**config.mk**
```make
export PLATFORM = sky130hd
export DESIGN_NAME = restoring_divider
export DESIGN_NICKNAME = d
export VERILOG_FILES = /design/src/rtl/restoring_divider.sv
export SDC_FILE = /design/constraint.sdc
export NUM_CORES = 1
export LEC_CHECK = 0
export CAP_MARGIN = 10
export CORE_ASPECT_RATIO = 1.4
export CORE_MARGIN = 2
export CORE_UTILIZATION = 25
export CTS_CLUSTER_DIAMETER = 40
export DETAILED_ROUTE_END_ITERATION = 8
export SLEW_MARGIN = 40
export SYNTH_ARGS = -nofsm -noshare
export SYNTH_HDL_FRONTEND = slang
export SYNTH_SLANG_ARGS = --single-unit
```
**constraint.sdc**
```tcl
create_clock -name clk -period 2.5 [get_ports clk]
set_clock_uncertainty 0.1 [all_clocks]
set_input_delay 0.375 -clock clk [delete_from_list [all_inputs] [get_ports clk]]
set_output_delay 0.375 -clock clk [all_outputs]
set_load 0.01 [all_outputs]
```
**src/rtl/restoring_divider.sv**
```systemverilog
// Multi-cycle restoring divider, one quotient bit per clock, valid/ready on both sides.
// Optional macro DIVIDER_SIGNED_EN selects two's-complement operands with a sign fix-up state.
module restoring_divider #(
   parameter int WIDTH = 16
) (
   input  logic             clk,
   input  logic             rst_n,
   input  logic             in_valid,
   output logic             in_ready,
   input  logic [WIDTH-1:0] dividend,
   input  logic [WIDTH-1:0] divisor,
   output logic             out_valid,
   input  logic             out_ready,
   output logic [WIDTH-1:0] quotient,
   output logic [WIDTH-1:0] remainder,
   output logic             div_by_zero
);

   if (WIDTH % 4 != 0 || WIDTH < 4) begin : g_bad_width
      $error("restoring_divider: WIDTH must be a multiple of 4 and >= 4");
   end

   localparam int CW = $clog2(WIDTH);
   localparam logic [CW-1:0] LAST = CW'(WIDTH - 1);

   typedef enum logic [1:0] {IDLE, CALC, FIXUP, DONE} state_t;

   // Handshake: a transfer happens on an edge where valid and ready are both 1.
   state_t           state;
   logic [WIDTH-1:0] rem_r;   // partial remainder; always < divisor so WIDTH bits suffice
   logic [WIDTH-1:0] dvd_r;   // dividend bits shift out at the top, quotient bits enter at the bottom
   logic [WIDTH-1:0] dvs_r;
   logic [CW-1:0]    count;
`ifdef DIVIDER_SIGNED_EN
   logic             neg_q;
   logic             neg_r;
`endif

   logic [WIDTH:0]   r_shift;
   logic [WIDTH:0]   b_inv;
   logic [WIDTH:0]   p;
   logic [WIDTH:0]   g;
   logic [WIDTH:0]   carry;
   logic [WIDTH-1:0] t_sum;
   logic             cout;
   int               b0;

   // Trial subtraction R' - divisor as R' + ~divisor + 1 using 4-bit lookahead groups.
   always_comb begin
      r_shift = {rem_r, dvd_r[WIDTH-1]};
      b_inv   = ~{1'b0, dvs_r};
      p       = r_shift ^ b_inv;
      g       = r_shift & b_inv;
      carry   = '0;
      carry[0] = 1'b1;
      b0      = 0;
      for (int k = 0; k < WIDTH / 4; k++) begin
         b0 = 4 * k;
         carry[b0+1] = g[b0] | (p[b0] & carry[b0]);
         carry[b0+2] = g[b0+1] | (p[b0+1] & g[b0]) | (p[b0+1] & p[b0] & carry[b0]);
         carry[b0+3] = g[b0+2] | (p[b0+2] & g[b0+1]) | (p[b0+2] & p[b0+1] & g[b0])
                     | (p[b0+2] & p[b0+1] & p[b0] & carry[b0]);
         carry[b0+4] = g[b0+3] | (p[b0+3] & g[b0+2]) | (p[b0+3] & p[b0+2] & g[b0+1])
                     | (p[b0+3] & p[b0+2] & p[b0+1] & g[b0])
                     | (p[b0+3] & p[b0+2] & p[b0+1] & p[b0] & carry[b0]);
      end
      t_sum = p[WIDTH-1:0] ^ carry[WIDTH-1:0];
      cout  = g[WIDTH] | (p[WIDTH] & carry[WIDTH]);
   end

   always_ff @(posedge clk or negedge rst_n) begin
      if (!rst_n) begin
         state       <= IDLE;
         in_ready    <= 1'b1;
         out_valid   <= 1'b0;
         quotient    <= '0;
         remainder   <= '0;
         div_by_zero <= 1'b0;
         rem_r       <= '0;
         dvd_r       <= '0;
         dvs_r       <= '0;
         count       <= '0;
`ifdef DIVIDER_SIGNED_EN
         neg_q       <= 1'b0;
         neg_r       <= 1'b0;
`endif
      end else begin
         case (state)
            IDLE: begin
               if (in_valid) begin
                  in_ready <= 1'b0;
                  if (divisor == '0) begin
                     state       <= DONE;
                     out_valid   <= 1'b1;
                     quotient    <= '1;
                     remainder   <= dividend;
                     div_by_zero <= 1'b1;
                  end else begin
                     state       <= CALC;
                     rem_r       <= '0;
                     count       <= LAST;
                     div_by_zero <= 1'b0;
`ifdef DIVIDER_SIGNED_EN
                     dvd_r <= dividend[WIDTH-1] ? -dividend : dividend;
                     dvs_r <= divisor[WIDTH-1] ? -divisor : divisor;
                     neg_q <= dividend[WIDTH-1] ^ divisor[WIDTH-1];
                     neg_r <= dividend[WIDTH-1];
`else
                     dvd_r <= dividend;
                     dvs_r <= divisor;
`endif
                  end
               end
            end
            CALC: begin
               rem_r <= cout ? t_sum : r_shift[WIDTH-1:0];
               dvd_r <= {dvd_r[WIDTH-2:0], cout};
               if (count == '0) begin
`ifdef DIVIDER_SIGNED_EN
                  state <= FIXUP;
`else
                  state     <= DONE;
                  out_valid <= 1'b1;
                  quotient  <= {dvd_r[WIDTH-2:0], cout};
                  remainder <= cout ? t_sum : r_shift[WIDTH-1:0];
`endif
               end else begin
                  count <= count - 1'b1;
               end
            end
`ifdef DIVIDER_SIGNED_EN
            FIXUP: begin
               state     <= DONE;
               out_valid <= 1'b1;
               quotient  <= neg_q ? -dvd_r : dvd_r;
               remainder <= neg_r ? -rem_r : rem_r;
            end
`endif
            DONE: begin
               if (out_ready) begin
                  state     <= IDLE;
                  out_valid <= 1'b0;
                  in_ready  <= 1'b1;
               end
            end
            default: state <= IDLE;
         endcase
      end
   end

endmodule

```
* Word-level counts from Yosys, hierarchy flattened
Cells that the tools add are included.
** Cells by class
- Add/subtract/negate cells :: 1
- Equality and inequality tests :: 8
- Muxes and demuxes :: 33
- Bitwise gates (word level) :: 107
- Reductions and logical operators :: 14
** Operator list (number)
- two-way mux 16 bit :: 11
- case mux 16 bit (2 select lines) :: 4
- bitwise AND 1 bit :: 61
- OR 1 bit :: 41
- bitwise AND 17 bit :: 1
- NOT 16 -> 17 bit :: 1
- bitwise XOR 17 bit :: 1
- zero test 16 bit :: 1
- bitwise XOR 16 bit :: 1
- two-way mux 4 bit :: 3
- inequality test 2 bit (second input constant) :: 6
- AND reduction 3 bit :: 4
- two-way mux 2 bit :: 4
- case mux 4 bit (2 select lines) :: 1
- AND reduction 4 bit :: 2
- two-way mux 1 bit :: 7
- case mux 2 bit (3 select lines) :: 1
- AND reduction 5 bit :: 1
- zero test 4 bit :: 1
- nonzero test 2 bit :: 2
- subtractor 4 x 1 -> 4 bit (second input constant) :: 1
- case mux 1 bit (3 select lines) :: 1
- nonzero test 3 bit :: 1
- equality test 2 x 1 -> 1 bit (second input constant) :: 1
- other kinds (5) :: 5
** Storage, ports and cells
- Flip-flop bits (word level) :: 89
- Input bits :: 36
- Output and inout port bits :: 35
- Word-level logic and storage cells :: 173

* Depth between registers and ports, before layout
Gate-level depths: netlist of the first run.
- Word-level depth :: 18
- Mapped depth :: 12
- Depth with buffers taken out :: 12

* Worst setup path after synthesis of the first run
No wires, ideal clock.
- Path kind :: register -> register
- From :: register dvd_r[15]
- To :: register remainder[12]
- Library setup time :: 0.076 ns
- Data arrival time :: 2.473 ns
- Required time :: 2.324 ns
- Setup slack :: -0.149 ns
- Stages on the path, launching flop included :: 11
- Buffers on the path :: 0
- Clock period less this slack :: 2.649 ns
- Path through :: dfrtp_1 inv_1 ha_1 o21ai_0 nand2_1 a2111oi_0 a211oi_1 a21oi_1 fa_1 mux2_4 o21ai_1
** Between the ends
- Cells in the longest elaborated chain, start to end :: 15
- Elaborated cells on any way between the ends :: 18
- Classes of those cells :: mux (3); bitwise (15)
** RTL lines
- start: declaration :: RTL line 31 : logic [WIDTH-1:0] dvd_r;
- start signal: assignment :: RTL line 109 : dvd_r <= dividend;
- start signal: assignment :: RTL line 117 : dvd_r <= {dvd_r[WIDTH-2:0], cout};
- bitwise AND 17 bit :: RTL line 53 : g = r_shift & b_inv;
- bitwise AND 1 bit :: RTL line 64 : | (p[b0+3] & p[b0+2] & p[b0+1] & g[b0])
- OR 1 bit :: RTL line 64
- OR 1 bit * :: RTL line 65 : | (p[b0+3] & p[b0+2] & p[b0+1] & p[b0] & carry[b0]);
- bitwise AND 1 bit * :: RTL line 65
- OR 1 bit * :: RTL line 65
- bitwise AND 1 bit * :: RTL line 65
- OR 1 bit * :: RTL line 65
- bitwise AND 1 bit :: RTL line 65
- OR 1 bit :: RTL line 65
- bitwise AND 1 bit :: RTL line 68 : cout = g[WIDTH] | (p[WIDTH] & carry[WIDTH]);
- OR 1 bit :: RTL line 68
- two-way mux 16 bit * :: RTL line 125 : remainder <= cout ? t_sum : r_shift[WIDTH-1:0];
- two-way mux 16 bit * :: RTL line 118 : if (count == '0) begin
- case mux 16 bit (2 select lines) * :: RTL line 88 : case (state)
- end signal: assignment :: RTL line 96 : remainder <= dividend;
- end signal: assignment :: RTL line 125
- end: declaration :: RTL line 15 : output logic [WIDTH-1:0] remainder,
Every way passes the cells marked *; elsewhere a longest branch is shown, timed or not. The select of a mux whose other input is x is not followed.
A chain may end at the register's enable or synchronous reset.

* Worst setup path after layout of the first run
- From :: register rem_r[6]
- To :: register remainder[12]
** Between the ends
- Cells in the longest elaborated chain, start to end :: 15
- Elaborated cells on any way between the ends :: 23
- Classes of those cells :: mux (3); bitwise (20)
** RTL lines
- start: declaration :: RTL line 30 : logic [WIDTH-1:0] rem_r;
- start signal: assignment :: RTL line 116 : rem_r <= cout ? t_sum : r_shift[WIDTH-1:0];
- bitwise XOR 17 bit :: RTL line 52 : p = r_shift ^ b_inv;
- bitwise AND 1 bit, on equally long branches :: RTL line 63, 64, 65
- OR 1 bit, or another cell as far along (2 in a row) :: RTL line 63 : carry[b0+4] = g[b0+3] | (p[b0+3] & g[b0+2]) | (p[b0+3] & p[b0+2] & g[b0+1])
- OR 1 bit / bitwise AND 1 bit (equally long branches) :: RTL line 64, 65
- OR 1 bit * :: RTL line 65
- bitwise AND 1 bit * :: RTL line 65
- OR 1 bit * :: RTL line 65
- bitwise AND 1 bit :: RTL line 65
- OR 1 bit :: RTL line 65
- bitwise AND 1 bit :: RTL line 68
- OR 1 bit :: RTL line 68
- two-way mux 16 bit * :: RTL line 125
- two-way mux 16 bit * :: RTL line 118
- case mux 16 bit (2 select lines) * :: RTL line 88
Marked as above.

==> results_dict.tcl, run 1 <==
set metrics [dict create \
    run_status "finished with violations" \
    failing_checks "negative setup slack" \
    postSynthNetCount 558 \
    core-area_um2 18500 \
    r2r.worst_path.cells 9 \
    layout.nets 688 \
    buffer_ports.inserted 70 \
    firstDrtPassIters 4 \
    top_achievable_clock_speed_ghz 0.385 \
    post_synth_num_cell_types 45 \
    cts_sinks 89 \
    timing.slew.headroom 0.623 \
    finalSetupTns_ps -254 \
    cpPeakStageDelay_ps 450 \
    crit-reg2reg-launch "rem_r[6]" \
    startpoint "rem_r[6]" \
    pin_count_of_the_biggest_net_entering_global_routing 63 \
    worst-r2r-setup-slack_ps -100 \
    remaining_drc_errors 0 \
    reg_to_reg_critical_path_endpoint "remainder[12]" \
    ordered_list_of_cells_on_the_worst_path "ha_4 > a21oi_1 > o21ai_2 > a2111oi_4 > a211oi_2 > a21oi_2 > fa_2 > mux2_4 > o21ai_1" \
    cts.root.buffer_cell "sky130_fd_sc_hd__clkbuf_16" \
    crit_path_max_fanout 4 \
    worstSetupPathType "reg2reg" \
    detail_route.iter0.violations 197 \
    tritoncts "done" \
    postSynthAreaPerCell_um2 9.30 \
    final.setup.worst_slack_ps -95.1 \
    antenna_cells_inserted 0 \
    finalSetupViolations 7 \
    cts_buffer_depth 2 \
    worstPathBufferInverterCount 0 \
    synth_top_flop_cell "sky130_fd_sc_hd__dfrtp_1" \
    floorplan.die_area_um2 19800 \
    hold_path_class "in2async" \
    synth_largest_type_area_fraction 0.473 \
    via_density_per_instance 4.45 \
    synth.ff_latch_count 89 \
    grt_overflow_total 0 \
    initial_utilization 0.252 \
    critical-path-top-delay-family "compound AO/OA/AOI/OAI gates" \
    ioPinCount 71 \
    pre_cts_ws_ps -224 \
    final_layout_size_suffix_gt1_frac 0.242 \
    overall_fraction_of_global_route_tracks_in_use 0.134 \
    period_minus_slack_ps 2600 \
    ys_top_cells_by_count "sky130_fd_sc_hd__dfrtp_1, sky130_fd_sc_hd__nand2_1, sky130_fd_sc_hd__nor2_1" \
    critical-path-slowest-cell "sky130_fd_sc_hd__fa_2" \
    finalHoldWorstSlack_ps 406 \
    cts_htree_levels 3 \
    synth.cell_area_um2 4660 \
    ys.warnings.count 0 \
    seq_area_frac_synth 0.478 \
    syn_inst 501 \
    vias 3913 \
    worstSkewPairLatency_ps 340 \
    drt.antenna.violating_nets 0 \
    max_cap_violations 0 \
    fin_cells 880 \
    fin_crit_sh 1.04 \
    required_ps 2670 \
    tightest_slew_ps 566 \
    critPathCaptureType "flop" \
    number_of_antenna_violations_at_the_first_check_in_global_routing 0 \
    cp.arrival_ps 2760 \
    post_drt_wl_per_cell_um 14.4 \
    place.gp.congestion 0.827 \
    placed_cells_incl_taps 860 \
    cts.clk_slew.worst_paths_ps 70 \
    die_width_um 119 \
    final_routed_wirelength_across_all_metal_layers_mm 12.7 \
    timing.final.max_slew_violations 0 \
    dp_hpwl_mm 9.40 \
    synth_top_area_cell "sky130_fd_sc_hd__dfrtp_1" \
    syn2layout_area_growth_pct 45.8 \
    synth_async_sr_flop_share 1.00 \
    cts_made_buffers 9 \
    start_kind "flop" \
    grt_first_pass_wirelength_mm 20.8 \
    grt_setup_unrepaired "yes" \
    timing_hold_violations_final 0 \
    grt_pass1_vias 3993 \
    fp-row-count 59 \
    height_of_the_die_um 166 \
    synth-edff-count 0 \
    synth.area.top_cells "sky130_fd_sc_hd__dfrtp_1, sky130_fd_sc_hd__nand2_1, sky130_fd_sc_hd__nor2_1, sky130_fd_sc_hd__ha_1, sky130_fd_sc_hd__mux2_2" \
]
==> final cells by class <==
cell class / count / area (um^2)
clock inverter: 5 / 58.8
inverter: 26 / 97.6
multi-input combinational: 361 / 2490
sequential: 89 / 2230
clock buffer: 11 / 233
fill: 1871 / 11700
tap: 244 / 305
timing repair buffer: 144 / 1380
==> worst max-delay path by stage <==
| stage | cells past startpoint | endpoint |
|---|---|---|
| finish | 9 | remainder[12] |
| global route | 9 | remainder[12] |
| CTS | 9 | remainder[12] |
| detailed placement | 10 | quotient[4] |
| global placement | 10 | remainder[12] |
| floorplan | 10 | remainder[12] |
==> cell families (layout without fill, tap and decap cells) <==
kind of cell / Yosys count / in the layout / synth area share
AND/OR/NAND/NOR: 185 / 185 / 0.165
AO/OA/AOI/OAI: 113 / 113 / 0.153
flip-flops: 89 / 89 / 0.478
buffers and inverters: 51 / 186 / 0.0475
multiplexers: 31 / 31 / 0.0733
adder cells (fa/ha/maj): 21 / 21 / 0.0612
XOR/XNOR: 11 / 11 / 0.0207
==> per-layer routing <==
layer  global-route usage  vias to the layer above  wire, um
met5                    0                        -         0
met4               0.0433                        0       209
met3               0.0354                       12       627
met2                0.222                       81      6210
met1                0.171                     1854      5640
li1                     -                     1966         -
==> repair_timing <==
item | CTS | global route
endpoints found under the setup margin | 19 | 33
resized for setup | 15 | 30
gates cloned | 0 | 0
pin swaps | 1 | 10
hold buffers | 1 | 0
setup buffers | 0 | 3
hold endpoints to repair | 27 | 0
==> placed cells by master (no fill, tap or decap), types with 3 or more instances in the layout <==
cell | Yosys | routed
sky130_fd_sc_hd__buf_12 | 0 | 9
sky130_fd_sc_hd__mux2_2 | 17 | 17
sky130_fd_sc_hd__dfrtp_1 | 88 | 88
sky130_fd_sc_hd__ha_1 | 18 | 13
sky130_fd_sc_hd__nand2b_1 | 4 | 4
sky130_fd_sc_hd__mux2i_2 | 0 | 3
sky130_fd_sc_hd__nand4_1 | 4 | 4
sky130_fd_sc_hd__xnor2_1 | 4 | 3
sky130_fd_sc_hd__nor4_1 | 4 | 3
sky130_fd_sc_hd__a21o_1 | 8 | 8
sky130_fd_sc_hd__o21ai_2 | 2 | 6
sky130_fd_sc_hd__o21ai_1 | 5 | 6
sky130_fd_sc_hd__nor3b_1 | 3 | 3
sky130_fd_sc_hd__xor2_1 | 7 | 7
sky130_fd_sc_hd__nand2_1 | 88 | 87
sky130_fd_sc_hd__inv_1 | 26 | 26
sky130_fd_sc_hd__a21oi_1 | 35 | 32
sky130_fd_sc_hd__a31oi_1 | 20 | 18
sky130_fd_sc_hd__mux2i_4 | 0 | 4
sky130_fd_sc_hd__clkbuf_16 | 0 | 9
sky130_fd_sc_hd__o21ai_0 | 22 | 16
sky130_fd_sc_hd__ha_4 | 0 | 5
sky130_fd_sc_hd__nor2_1 | 65 | 64
sky130_fd_sc_hd__buf_4 | 1 | 62
sky130_fd_sc_hd__clkdlybuf4s50_1 | 0 | 69
sky130_fd_sc_hd__a21oi_2 | 2 | 4
sky130_fd_sc_hd__buf_6 | 2 | 3
sky130_fd_sc_hd__o22a_1 | 7 | 7
sky130_fd_sc_hd__nand3_1 | 4 | 4
sky130_fd_sc_hd__nor3_1 | 5 | 4
sky130_fd_sc_hd__mux2i_1 | 12 | 5
==> sequential cells by signal, summed over array words and instances, names as in the netlist <==
signal       flops
dvd_r           16
dvs_r           16
quotient        16
rem_r           16
remainder       16
count            4
state            2
div_by_zero      1
in_ready         1
out_valid        1
==> per-stage QoR <==
stage / utilization / area, um^2
2_1_floorplan: - / 4710
3_3_place_gp: 0.338 / 6240
3_5_place_dp: 0.338 / 6240
4_1_cts: 0.357 / 6600
5_1_grt: 0.368 / 6790
6_report: 0.368 / 6790
Power of run 1 is left out: the tool's default activity adds up to more than one toggle a clock period on the data nets, which glitch-free logic cannot reach.
==> inputs of run 2 (changes only) <==
Settings changed: PLACE_DENSITY set to 0.42, SETUP_SLACK_MARGIN set to 0.4.
==> results_dict.tcl, run 2 (synthesis gave the netlist of run 1 again) <==
set metrics [dict create \
    period_minus_slack_ps 2590 \
    critPathCaptureType "flop" \
    crit-reg2reg-launch "dvs_r[2]" \
    fp-row-count 59 \
    required_ps 2670 \
    cts.root.buffer_cell "sky130_fd_sc_hd__clkbuf_16" \
    final_layout_size_suffix_gt1_frac 0.331 \
    layout_commonest_cell "sky130_fd_sc_hd__dfrtp_1" \
    fin_crit_sh 1.04 \
    cts_htree_levels 3 \
    hold_start "divisor[3]" \
    antenna_cells_inserted 0 \
    tightest_slew_ps 465 \
    vias 4052 \
    placed_cells_incl_taps 865 \
    die_width_um 119 \
    detail_route.iter0.violations 197 \
    remaining_drc_errors 0 \
    firstDrtPassIters 4 \
    r2r.worst_path.cells 10 \
    timing.slew.headroom 0.690 \
    worst-r2r-setup-slack_ps -90 \
    cpPeakStageDelay_ps 440 \
    pin_count_of_the_biggest_net_entering_global_routing 44 \
    ioPinCount 71 \
    cts_made_buffers 9 \
    syn2layout_area_growth_pct 57.8 \
    layout.nets 719 \
    dp_hpwl_mm 9.94 \
    overall_fraction_of_global_route_tracks_in_use 0.148 \
    finalSetupViolations 17 \
    top_achievable_clock_speed_ghz 0.386 \
    buffer_ports.inserted 70 \
    failing_checks "negative setup slack" \
    tritoncts "done" \
    floorplan.die_area_um2 19800 \
    core-area_um2 18500 \
    cts.clk_slew.worst_paths_ps 70 \
    grt_pass1_vias 4316 \
    reg_to_reg_critical_path_endpoint "remainder[12]" \
    via_density_per_instance 4.45 \
    fin_cells 911 \
    worstSetupPathType "reg2reg" \
    cts_sinks 89 \
    initial_utilization 0.252 \
    critical-path-slowest-cell "sky130_fd_sc_hd__fa_2" \
    run_status "finished with violations" \
    crit_path_max_fanout 3 \
    drt.antenna.violating_nets 0 \
    number_of_antenna_violations_at_the_first_check_in_global_routing 0 \
    grt_first_pass_wirelength_mm 22.8 \
    mostFrequentLayoutCells "sky130_fd_sc_hd__dfrtp_1, sky130_fd_sc_hd__nand2_1, sky130_fd_sc_hd__buf_4" \
    timing.final.max_slew_violations 0 \
    grt_setup_unrepaired "yes" \
    post_drt_wl_per_cell_um 15.5 \
    max_cap_violations 0 \
    grt_overflow_total 0 \
    hold-path-cell-count 2 \
    height_of_the_die_um 166 \
    worstSkewPairLatency_ps 340 \
    finalHoldWorstSlack_ps 194 \
    start_kind "flop" \
    cts_buffer_depth 2 \
    final.setup.worst_slack_ps -89.2 \
    timing_hold_violations_final 0 \
    hold_path_class "in2reg" \
    ordered_list_of_cells_on_the_worst_path "inv_2 > ha_4 > o21ai_4 > a21oi_4 > a2111oi_4 > a211oi_2 > a21oi_2 > fa_2 > mux2_4 > o21ai_1" \
    place.gp.congestion 0.787 \
    cp.arrival_ps 2760 \
    hold-path-endpoint "dvs_r[3]" \
    final_routed_wirelength_across_all_metal_layers_mm 14.1 \
]
==> run 2: cell types whose count changed in the layout (fill, tap and decap cells not counted), moves of 4 or more <==
| cell | change |
|---|---|
| sky130_fd_sc_hd__clkdlybuf4s50_1 | -16 |
| sky130_fd_sc_hd__buf_4 | +18 |
| sky130_fd_sc_hd__dlygate4sd2_1 | +6 |
| sky130_fd_sc_hd__a21oi_1 | -4 |
| sky130_fd_sc_hd__clkbuf_2 | +5 |
| sky130_fd_sc_hd__ha_4 | +6 |
| sky130_fd_sc_hd__ha_1 | -6 |
| sky130_fd_sc_hd__inv_2 | +7 |
| sky130_fd_sc_hd__buf_6 | +10 |
| sky130_fd_sc_hd__a21oi_2 | +4 |
| sky130_fd_sc_hd__inv_1 | -7 |
==> run 2: worst max-delay path, delay by kind of cell (launching register included) <==
| kind | cells | cell delay [ps] |
|---|---|---|
| multiplexers | 1 | 290 |
| buffers and inverters | 1 | 70 |
| AO/OA/AOI/OAI | 6 | 1020 |
| flip-flops | 1 | 390 |
| adder cells (fa/ha/maj) | 2 | 650 |
==> run 2: layout make-up <==
cell class	count	area, um^2
Tap cell	244	305
Inverter	26	97.6
Clock inverter	7	149
Multi-Input combinational cell	361	2670
Fill cell	1847	11100
Sequential cell	89	2230
Clock buffer	9	225
Timing Repair Buffer	175	1680
==> run 2: per-layer routing <==
layer	vias to the layer above	track usage	routed length [um]
li1	2033	-	-
met4	0	0.0406	173
met5	-	0	0
met2	64	0.267	7330
met3	9	0.0227	311
met1	1946	0.183	6270
==> run 2: stage by stage <==
step           setup TNS (ps)  setup WS [ps]  instance area [um^2]  utilization
2_1_floorplan           -2.25          -2.25                  4760            -
3_3_place_gp           -26050           -407                  6290        0.341
3_5_place_dp           -22540           -375                  6290        0.341
4_1_cts                  -366           -111                  7220        0.391
5_1_grt                 -2780           -225                  7350        0.398
6_report                 -627          -89.2                  7350        0.398
==> run 2: how the worst max path moves through the flow <==
stage	from	cells after the start	to	slack [ps]
global placement	divisor[2]	10	quotient[2]	-410
detailed placement	divisor[2]	10	quotient[4]	-370
floorplan	dvd_r[15]	10	remainder[12]	-2
CTS	rem_r[6]	9	remainder[12]	-110
finish	dvs_r[2]	10	remainder[12]	-90
global route	rem_r[6]	11	remainder[13]	-220
==> run 2: timing repair <==
action / 4_1_cts / 5_1_grt
gates resized for setup: 97 / 30
hold endpoints to repair: 28 / 0
pin swaps: 22 / 17
hold buffers: 1 / 0
setup buffers: 14 / 11
endpoints found under the setup margin: 85 / 38
gates cloned: 4 / 0
Power of run 2 is left out for the same reason.
